--- src/rtl/red_blob_locator_if.sv ---
// Pixel-stream inputs and per-frame object report exchanged with red_blob_locator.
// The master side drives the raster stream; the slave side is the locator.
interface red_blob_locator_if #(
  parameter int XW = 10,
  parameter int YW = 9
);
  logic          red_pixel;
  logic [XW-1:0] x_cont;
  logic [YW-1:0] y_cont;
  logic          h_sync;
  logic          v_sync;
  logic [XW-1:0] obj_x;
  logic [YW-1:0] obj_y;
  logic [XW-1:0] obj_w;
  logic [YW-1:0] obj_h;
  logic          obj_valid;
  logic          frame_done;

  modport master (
    output red_pixel, x_cont, y_cont, h_sync, v_sync,
    input  obj_x, obj_y, obj_w, obj_h, obj_valid, frame_done
  );

  modport slave (
    input  red_pixel, x_cont, y_cont, h_sync, v_sync,
    output obj_x, obj_y, obj_w, obj_h, obj_valid, frame_done
  );
endinterface

--- src/rtl/red_blob_locator.sv ---
// Finds the longest gap-tolerant red run per frame plus the vertical span of qualifying
// lines, and publishes a centre/size/valid report once per frame with a short hold.
module red_blob_locator #(
  parameter int XW          = 10,
  parameter int YW          = 9,
  parameter int MIN_RUN     = 4,
  parameter int GAP_TOL     = 1,
  parameter int HOLD_FRAMES = 3,
  parameter int DEFAULT_X   = 320,
  parameter int DEFAULT_Y   = 240
) (
  input logic               VGA_clock,
  input logic               reset,
  red_blob_locator_if.slave bus
);
  localparam int            MW        = $clog2(HOLD_FRAMES + 2);
  localparam logic [XW-1:0] ZX        = {XW{1'b0}};
  localparam logic [YW-1:0] ZY        = {YW{1'b0}};
  localparam logic [XW-1:0] RUN_MAX   = {XW{1'b1}};
  localparam logic [XW-1:0] MIN_RUN_V = XW'(MIN_RUN);
  localparam logic [XW-1:0] GAP_TOL_V = XW'(GAP_TOL);
  localparam logic [MW-1:0] HOLD_V    = MW'(HOLD_FRAMES);
  localparam logic [XW-1:0] DEF_X     = XW'(DEFAULT_X);
  localparam logic [YW-1:0] DEF_Y     = YW'(DEFAULT_Y);

  typedef enum logic [1:0] {
    START_UP = 2'd0,
    WAIT     = 2'd1,
    ACTIVE   = 2'd2,
    PUBLISH  = 2'd3
  } state_t;

  state_t        state_r, state_s;
  logic [XW-1:0] run_len_r, gap_cnt_r, run_start_r, max_len_r, max_start_r;
  logic          found_r, line_hit_r;
  logic [YW-1:0] top_r, bottom_r;
  logic [MW-1:0] miss_cnt_r;
  logic [XW-1:0] obj_x_r, obj_w_r;
  logic [YW-1:0] obj_y_r, obj_h_r;
  logic          obj_valid_r, frame_done_r;

  logic [XW:0]   run_sum_s;
  logic [XW-1:0] run_next_s;
  logic [YW-1:0] span_s;
  logic          scan_s, line_end_s;

  // Bridged gap pixels are folded into the run length when red resumes; length saturates
  assign run_sum_s  = {1'b0, run_len_r} + {1'b0, gap_cnt_r} + {{XW{1'b0}}, 1'b1};
  assign run_next_s = run_sum_s[XW] ? RUN_MAX : run_sum_s[XW-1:0];
  assign span_s     = bottom_r - top_r;
  assign scan_s     = (state_r == WAIT) || (state_r == ACTIVE);
  assign line_end_s = (state_r == ACTIVE) && !bus.h_sync;

  // State register
  always_ff @(posedge VGA_clock or negedge reset) begin
    if (!reset) state_r <= START_UP;
    else        state_r <= state_s;
  end

  // Next-state decode; a frame end seen mid-line waits until the line has closed
  always_comb begin
    state_s = state_r;
    case (state_r)
      START_UP: if (bus.v_sync) state_s = WAIT; else state_s = START_UP;
      WAIT: begin
        if (!bus.v_sync)     state_s = PUBLISH;
        else if (bus.h_sync) state_s = ACTIVE;
        else                 state_s = WAIT;
      end
      ACTIVE:   if (!bus.h_sync) state_s = WAIT; else state_s = ACTIVE;
      PUBLISH:  state_s = START_UP;
      default:  state_s = START_UP;
    endcase
  end

  // Run detection, frame-wide longest-run record and vertical extent of qualifying lines
  always_ff @(posedge VGA_clock or negedge reset) begin
    if (!reset) begin
      run_len_r   <= ZX;
      gap_cnt_r   <= ZX;
      run_start_r <= ZX;
      max_len_r   <= ZX;
      max_start_r <= ZX;
      found_r     <= 1'b0;
      line_hit_r  <= 1'b0;
      top_r       <= ZY;
      bottom_r    <= ZY;
    end else begin
      case (state_r)
        START_UP: begin
          run_len_r   <= ZX;
          gap_cnt_r   <= ZX;
          max_len_r   <= ZX;
          max_start_r <= ZX;
          found_r     <= 1'b0;
          line_hit_r  <= 1'b0;
        end
        WAIT: begin
          run_len_r <= ZX;
          gap_cnt_r <= ZX;
        end
        ACTIVE: begin
          if (bus.h_sync) begin
            if (bus.red_pixel) begin
              if (run_len_r == ZX) run_start_r <= bus.x_cont;
              run_len_r <= run_next_s;
              gap_cnt_r <= ZX;
            end else if ((run_len_r != ZX) && (gap_cnt_r < GAP_TOL_V)) begin
              gap_cnt_r <= gap_cnt_r + XW'(1);
            end else begin
              run_len_r <= ZX;
              gap_cnt_r <= ZX;
            end
          end
        end
        default: ;
      endcase

      // Strict compare keeps the earliest of equally long runs
      if (scan_s && (run_len_r >= MIN_RUN_V)) begin
        line_hit_r <= 1'b1;
        if (run_len_r > max_len_r) begin
          max_len_r   <= run_len_r;
          max_start_r <= run_start_r;
        end
      end

      if (line_end_s) begin
        if (line_hit_r) begin
          if (!found_r) top_r <= bus.y_cont;
          bottom_r <= bus.y_cont;
          found_r  <= 1'b1;
        end
        line_hit_r <= 1'b0;
      end
    end
  end

  // Frame report: publish on a hit, otherwise hold for a few frames and then fall back
  always_ff @(posedge VGA_clock or negedge reset) begin
    if (!reset) begin
      obj_x_r      <= DEF_X;
      obj_y_r      <= DEF_Y;
      obj_w_r      <= ZX;
      obj_h_r      <= ZY;
      obj_valid_r  <= 1'b0;
      frame_done_r <= 1'b0;
      miss_cnt_r   <= {MW{1'b0}};
    end else begin
      frame_done_r <= (state_r == PUBLISH);
      if (state_r == PUBLISH) begin
        if (found_r) begin
          obj_x_r     <= max_start_r + (max_len_r >> 1);
          obj_y_r     <= top_r + (span_s >> 1);
          obj_w_r     <= max_len_r;
          obj_h_r     <= span_s + YW'(1);
          obj_valid_r <= 1'b1;
          miss_cnt_r  <= {MW{1'b0}};
        end else begin
          obj_valid_r <= 1'b0;
          if (miss_cnt_r < HOLD_V) begin
            miss_cnt_r <= miss_cnt_r + MW'(1);
          end else begin
            obj_x_r <= DEF_X;
            obj_y_r <= DEF_Y;
            obj_w_r <= ZX;
            obj_h_r <= ZY;
          end
        end
      end
    end
  end

  assign bus.obj_x      = obj_x_r;
  assign bus.obj_y      = obj_y_r;
  assign bus.obj_w      = obj_w_r;
  assign bus.obj_h      = obj_h_r;
  assign bus.obj_valid  = obj_valid_r;
  assign bus.frame_done = frame_done_r;
endmodule

--- src/flat_wrapper.sv ---
// flat-port wrapper written by rule: the top's interface ports become plain ports
module red_blob_locator_flat 
#(
  parameter int XW          = 10,
  parameter int YW          = 9,
  parameter int MIN_RUN     = 4,
  parameter int GAP_TOL     = 1,
  parameter int HOLD_FRAMES = 3,
  parameter int DEFAULT_X   = 320,
  parameter int DEFAULT_Y   = 240
)
  (VGA_clock, reset, bus_red_pixel, bus_x_cont, bus_y_cont, bus_h_sync, bus_v_sync, bus_obj_x, bus_obj_y, bus_obj_w, bus_obj_h, bus_obj_valid, bus_frame_done);
  red_blob_locator_if #(.XW(XW), .YW(YW)) bus_i ();
  input logic VGA_clock;
  input logic reset;
  input wire logic [$bits(bus_i.red_pixel)-1:0] bus_red_pixel;
  input wire logic [$bits(bus_i.x_cont)-1:0] bus_x_cont;
  input wire logic [$bits(bus_i.y_cont)-1:0] bus_y_cont;
  input wire logic [$bits(bus_i.h_sync)-1:0] bus_h_sync;
  input wire logic [$bits(bus_i.v_sync)-1:0] bus_v_sync;
  output wire logic [$bits(bus_i.obj_x)-1:0] bus_obj_x;
  output wire logic [$bits(bus_i.obj_y)-1:0] bus_obj_y;
  output wire logic [$bits(bus_i.obj_w)-1:0] bus_obj_w;
  output wire logic [$bits(bus_i.obj_h)-1:0] bus_obj_h;
  output wire logic [$bits(bus_i.obj_valid)-1:0] bus_obj_valid;
  output wire logic [$bits(bus_i.frame_done)-1:0] bus_frame_done;
  assign bus_i.red_pixel = bus_red_pixel;
  assign bus_i.x_cont = bus_x_cont;
  assign bus_i.y_cont = bus_y_cont;
  assign bus_i.h_sync = bus_h_sync;
  assign bus_i.v_sync = bus_v_sync;
  assign bus_obj_x = bus_i.obj_x;
  assign bus_obj_y = bus_i.obj_y;
  assign bus_obj_w = bus_i.obj_w;
  assign bus_obj_h = bus_i.obj_h;
  assign bus_obj_valid = bus_i.obj_valid;
  assign bus_frame_done = bus_i.frame_done;
  red_blob_locator #(.XW(XW), .YW(YW), .MIN_RUN(MIN_RUN), .GAP_TOL(GAP_TOL), .HOLD_FRAMES(HOLD_FRAMES), .DEFAULT_X(DEFAULT_X), .DEFAULT_Y(DEFAULT_Y)) u_core (.VGA_clock(VGA_clock), .reset(reset), .bus(bus_i));
endmodule
--- config.mk ---
export PLATFORM = sky130hd
export DESIGN_NAME = red_blob_locator_flat
export DESIGN_NICKNAME = d
export VERILOG_FILES = /design/src/rtl/red_blob_locator_if.sv /design/src/rtl/red_blob_locator.sv /design/src/flat_wrapper.sv
export SDC_FILE = /design/constraint.sdc
export NUM_CORES = 1
export LEC_CHECK = 0
export ABC_AREA = 1
export CAP_MARGIN = 0
export CELL_PAD_IN_SITES_DETAIL_PLACEMENT = 1
export CELL_PAD_IN_SITES_GLOBAL_PLACEMENT = 1
export CORE_ASPECT_RATIO = 0.5
export CORE_MARGIN = 10
export CORE_UTILIZATION = 40
export CTS_CLUSTER_SIZE = 14
export DETAILED_ROUTE_END_ITERATION = 8
export PLACE_DENSITY_LB_ADDON = 0.2
export SLEW_MARGIN = 20
export SYNTH_ARGS = -nofsm -noshare
export SYNTH_HDL_FRONTEND = slang
export SYNTH_SLANG_ARGS = --single-unit
--- constraint.sdc ---
create_clock -name VGA_clock -period 6.7 [get_ports VGA_clock]
set_clock_uncertainty 0.1 [all_clocks]
set_input_delay 1.34 -clock VGA_clock [delete_from_list [all_inputs] [get_ports VGA_clock]]
set_output_delay 1.34 -clock VGA_clock [all_outputs]
set_load 0.1 [all_outputs]
Yosys cells after proc, flatten, opt, wreduce, memory -nomap -nowiden
Index checks and enable logic that the tools add are counted.
{"block": "word_totals", "register_bits": 115, "out_inout_bits": 40, "wordCells": 91}
{"block": "classes", "addsub": 8, "n_lt_le_gt_ge": 4, "eq_ne": 6, "muxes": 36, "bitwise_logic": 1, "n_reduce_logical": 19}
{"cell": "10-bit 2-to-1 mux", "count": 17}
{"cell": "10-bit case mux with 2 select lines", "count": 2}
{"cell": "9-bit 2-to-1 mux", "count": 4}
{"cell": "10-bit by 10-bit adder with 11-bit output", "count": 1}
{"cell": "11-bit by 1-bit adder with 11-bit output (second input constant)", "count": 1}
{"cell": "10-bit by 1-bit adder with 10-bit output (second input constant)", "count": 1}
{"cell": "10-bit by 9-bit adder with 10-bit output", "count": 1}
{"cell": "10-bit by 3-bit >= comparator with 1-bit output (second input constant)", "count": 1}
{"cell": "10-bit > comparator", "count": 1}
{"cell": "10-bit zero test", "count": 1}
{"cell": "10-bit by 1-bit < comparator with 1-bit output (second input constant)", "count": 1}
{"cell": "10-bit nonzero test", "count": 1}
{"cell": "9-bit by 1-bit adder with 9-bit output (second input constant)", "count": 1}
{"cell": "9-bit by 8-bit adder with 9-bit output", "count": 1}
{"cell": "9-bit subtractor", "count": 1}
{"cell": "1-bit 2-to-1 mux", "count": 8}
{"cell": "2-bit case mux with 4 select lines", "count": 1}
{"cell": "2-bit AND reduction", "count": 4}
{"cell": "3-bit 2-to-1 mux", "count": 2}
{"cell": "3-bit AND reduction", "count": 2}
{"cell": "2-bit == test (second input constant)", "count": 2}
{"cell": "2-bit 2-to-1 mux", "count": 2}
{"cell": "4-bit AND reduction", "count": 1}
{"cell": "2-bit nonzero test", "count": 2}
{"cell": "other kinds (13)", "count": 15}

Depth between registers and ports, before layout
{"block": "depth", "ltp_word": 6, "ltp_mapped": 19, "depth_no_buf": 19}

Worst setup path before layout
No wires, ideal clock.
{"block": "synth_path", "path_type": "reg-to-reg", "startpoint": "register u_core.bottom_r[0]", "endpoint": "register u_core.obj_y_r[8], in the netlist u_core.bus.obj_y[8]", "setup_time_ns": 0.129, "t_arrival_ns": 2.456, "required_ns": 6.471, "setup_slack_ns": 4.015, "path_stages_with_launch": 17, "n_path_buf": 0, "cell_sequence": "dfrtp_1 -> inv_1 -> ha_1 -> inv_1 -> fa_1 -> nand3_1 -> nand3_1 -> nand2_1 -> nand2_1 -> nand2_1 -> nand2_2 -> ha_1 -> a21oi_1 -> o311ai_0 -> nand2_1 -> nand2_1 -> o21ai_0"}
{"block": "synth_via", "elab_chain_cells": 3}
{"item": "from (decl)", "line_no": "red_blob_locator.sv:36", "source": "logic [YW-1:0] top_r, bottom_r;"}
{"item": "from (signal assigned)", "line_no": "red_blob_locator.sv:131", "source": "bottom_r <= bus.y_cont;"}
{"item": "9-bit subtractor", "line_no": "red_blob_locator.sv:50", "source": "assign span_s = bottom_r - top_r;"}
{"item": "9-bit by 8-bit adder with 9-bit output", "line_no": "red_blob_locator.sv:154", "source": "obj_y_r <= top_r + (span_s >> 1);"}
{"item": "9-bit 2-to-1 mux", "line_no": "red_blob_locator.sv:152", "source": "if (found_r) begin"}
{"item": "to (signal assigned)", "line_no": "red_blob_locator.sv:154"}
{"item": "to (decl)", "line_no": "red_blob_locator.sv:39", "source": "logic [YW-1:0] obj_y_r, obj_h_r;"}
No other way between the ends.
A chain may end at the register's enable or synchronous reset.

Worst setup path after layout
{"block": "layout_path", "startpoint": "register u_core.obj_x_r[6], in the netlist u_core.bus.obj_x[6]", "endpoint": "output port bus_obj_x[6]"}
{"item": "from (decl)", "line_no": "red_blob_locator.sv:38", "source": "logic [XW-1:0] obj_x_r, obj_w_r;"}
{"item": "from (signal assigned)", "line_no": "red_blob_locator.sv:153", "source": "obj_x_r <= max_start_r + (max_len_r >> 1);"}
{"item": "to (decl)", "line_no": "flat_wrapper.sv:21", "source": "output wire logic [$bits(bus_i.obj_x)-1:0] bus_obj_x;"}
No word-level cell between the ends.

==> results <==
- Leaving out filler cells and counting taps, the final layout contains 1149.
- Adding up every negative setup slack in the final design gives 0 ps.
- The highest fanout seen on the critical path is 2.
- The number of cells in the design after placement is 1117.
- The worst path buffer plus inverter count is 1.
- Derived from the worst setup path, the maximum achievable clock frequency is 0.284 GHz.
- The kind of cell with the highest combined delay along the critical path is buffers and inverters.
- The number of buffers added on ports is 63.
- A synthesized cell averages 7.89 um2.
- The clock edge transition at the registers on the reported setup and hold paths is 60 ps.
- The final critical path takes up 52.5% of the cycle.
- Summed over all layers, the routed wires come to 18800 um.
- The TritonCTS buffer count is 17.
- The post-detailed-route count of antenna-violating nets is 0.
- Leaving out fill and tap cells, the most frequent cell in the layout is sky130_fd_sc_hd__nand2_1.
- The clock network is responsible for 41.1% of the overall power.
- Counting every sink on the clock net gives 115.
- The combined global-route utilization of all metal layers is 17.1%.
- The detailed router placed 5762 vias in this run.
- The layout-stage area growth over the synthesis result is 22.2%.
- Combinational logic is responsible for 23.5% of the overall power.
- Across the whole layout, storage elements account for 2890 um2.
- The number of top-level pins is 64.
- In this run the tightest slew margin relative to its limit is 33.2%.
- Final hold analysis gives a worst-case slack of 376 ps.
- The number of antenna violations at the first check in global routing was 0.
- The first TritonRoute pass finished after 4 iterations.
- Post-CTS timing repair inserted 0 buffers for setup.
- The final standard cell area without fillers is 8120 um2.
- In this run the power density over the cells is 285 nW/um2.
- Setup repair after global routing left no endpoint under its margin.
- met2 is the most crowded layer.
- For this run, the slowest stage of the critical path takes 1130 ps.
- The count of warnings emitted by yosys is 0.
- In the final routed layout, each cell accounts on average for 16.4 um.
- The internal power of the cells totals 1510 uW.
- The final critical-path required period is 3520 ps.
- The total overflow reported by the global router is 0.
- The via count of the first global-routing pass is 6255.
- Detailed placement finished with a half-perimeter wire length of 14000 um.
- For this design, the CTS-stage hold fixing added 0 buffers.
- The first routing iteration left 143 violations.
- Global routing used 30.8% of the available met2 tracks.
- STA puts the critical path data arrival time at 2080 ps.
- The worst setup path is of the reg -> out kind.
- The cell area after placement is 7500 um2.
- The count of standard-cell rows is 33.
- The fraction of power spent switching nets is 34.6%.
- The initial core utilization is 40.7%.
- The first-pass GRT wire length is 31400 um.
- The area occupied by multi-input gates is 3240 um2.
- The clock latency reported for the late side of the worst-skew pair is 420 ps.
- The total of endpoints with negative setup slack in the final report is 0.
- The proportion of synthesized chip area in sequential cells is 43.4%.
- The tool flagged a number of max-cap violations equal to 0.
- The kind of start point of the critical path is a flop.
- The clock tree root driver cell is sky130_fd_sc_hd__clkbuf_16.
- The analysis attributes to cell leakage a power of 0.00409 uW.
- The count of nets after finishing is 992.
- For met3 alone, demand over resource in global routing was 4.35%.
- The post-detailed-route via-to-cell ratio is 5.01.
- The number of antenna cells inserted is 0.
- The floorplan core area is 16400 um2.
- The type of the most critical hold path is reg -> reg.
- Leaving out fill and tap cells, the most frequent cells in the layout are sky130_fd_sc_hd__nand2_1, sky130_fd_sc_hd__inv_1, sky130_fd_sc_hd__dfrtp_1, sky130_fd_sc_hd__nand3_1, sky130_fd_sc_hd__nor2_1.
- At the end of routability-driven placement, the weighted congestion stood at 0.820.
- The critical path goes through clkdlybuf4s50_1.
- The measured slew at the worst slew-check pin is 999 ps.
- Registers are responsible for 35.4% of the overall power.
- The width of the chip is 202 um.
- After synthesis, the netlist uses 42 different library cells.
- The run finished with clean final reports.
- The synthesized instance count is 843.
- The clock tree from TritonCTS is done.
- The worst setup path is captured at a primary output.
- VDD sags by at most 0.215 mV.
- The final number of hold-violating endpoints is 0.
- The max-slew violation count came to 0.
- The number of nets handed over by synthesis was 926.
- The number of gates resized after CTS is 0.
- The number of filler cells placed in the layout is 1994.
- Entering global routing, the biggest net connects 74 pins.
- The overall die area is 22500 um2.
- The final routed DRC violation total is 0.
- No sink is reached through more buffers than the 2 on the longest clock path.
- The fraction of layout cells with a size suffix above 1 is 6.51%.
- The mapped netlist covers 6650 um2.
- The library cell contributing the largest single delay on the critical path is sky130_fd_sc_hd__clkdlybuf4s50_1.
- The floorplan step set the die height to 111 um.
- At the worst endpoint, the required time is 5260 ps.
- For this design the total switching power over the nets is 800 uW.
- The met1 global-route usage is 19.6%.
- Synthesis inferred 115 register bits.
- The number of levels in the clock H-tree is 4.
worst paths after layout:
check	slack (ps)	startpoint	endpoint	depth (start not counted)
max in group asynchronous	4320	reset	u_core.bus.obj_y[1]$_DFFE_PN0P_	2
min in group asynchronous	830	reset	u_core.gap_cnt_r[3]$_DFFE_PN0P_	1
worst max-delay path	3180	u_core.bus.obj_x[6]$_DFFE_PN1P_	bus_obj_x[6]	1
worst min register to register	380	u_core.bus.obj_valid$_DFFE_PN0P_	u_core.bus.obj_valid$_DFFE_PN0P_	2
worst max register to register	3600	u_core.bottom_r[0]$_DFFE_PN0P_	u_core.bus.obj_y[8]$_DFFE_PN0P_	16
worst min-delay path	380	u_core.bus.obj_valid$_DFFE_PN0P_	u_core.bus.obj_valid$_DFFE_PN0P_	2
layout make-up:
class | instances | area share [%]
flip-flops and latches | 115 | 35.5
clock inverters | 14 | 2.22
multi-input cells | 593 | 39.9
clock buffers | 18 | 5.41
inverters | 115 | 5.31
well taps | 227 | 3.50
repair buffers | 67 | 8.10
cells in the mapped netlist (all sizes together):
library cell	number	area (um2)
nand4	9	56.3
nor2	67	282
clkinv	1	3.75
clkbuf	12	45.0
nand2b	1	6.26
o22ai	5	31.3
o211ai	2	15.0
a31oi	1	6.26
nand3	67	345
o21ai	63	315
a211oi	3	22.5
o31ai	3	22.5
o2111ai	1	8.76
buf	8	42.5
a22o	5	43.8
xnor2	1	8.76
nor4	1	6.26
xor2	9	86.3
a21o	3	22.5
or2	1	6.26
fa	4	80.1
a21boi	1	7.51
o311ai	1	8.76
ha	55	688
and2	1	6.26
o21a	2	15.0
dfrtp	109	2730
inv	114	428
nor3	5	25.0
nand3b	1	7.51
a21oi	33	165
dfstp	6	158
nand2	246	941
o21bai	2	15.0
routing by layer:
| metal | wire [um] | part of all wire [%] |
|---|---|---|
| met5 | 0 | 0 |
| met4 | 228 | 1.2 |
| met3 | 613 | 3.3 |
| met2 | 9620 | 51 |
| met1 | 8360 | 44 |
logic make-up after synthesis:
family                     count (synthesis)  synth area share, %
xor gates and xnor gates                  10                 1.43
DFF                                      115                 43.4
adders and majority gates                 59                 11.6
and+or+nand+nor                          399                 25.3
AOI/OAI and AO/OA                        125                 10.5
buffers and inverters                    135                 7.81
metrics by stage:
step | setup slack [ps] | total power [uW] | utilization, %
global route | 3120 | 2420 | 49.7
CTS | 3150 | 2330 | 49.7
detailed placement | 3180 | 1380 | 45.9
finish | 3180 | 2310 | 49.7
floorplan | 4020 | 1210 | -
global placement | 3250 | 1350 | 45.9
power groups by stage:
stage | sequential, uW | clock (uW) | combinational (uW)
floorplan | 994 | 0 | 220
global placement | 826 | 0 | 525
detailed placement | 829 | 0 | 547
CTS | 818 | 964 | 552
global route | 824 | 1010 | 589
finish | 817 | 951 | 543
registers in the layout (all words and copies together), names as in the netlist:
register / flops
u_core.found_r: 1
u_core.run_start_r: 10
u_core.max_start_r: 10
u_core.bus.obj_valid: 1
u_core.line_hit_r: 1
u_core.bus.obj_y: 9
u_core.gap_cnt_r: 10
u_core.bottom_r: 9
u_core.run_len_r: 10
u_core.top_r: 9
u_core.bus.obj_w: 10
u_core.state_r: 2
u_core.bus.obj_h: 9
u_core.miss_cnt_r: 3
u_core.max_len_r: 10
u_core.bus.frame_done: 1
u_core.bus.obj_x: 10
(Power assumes the default switching activity.)
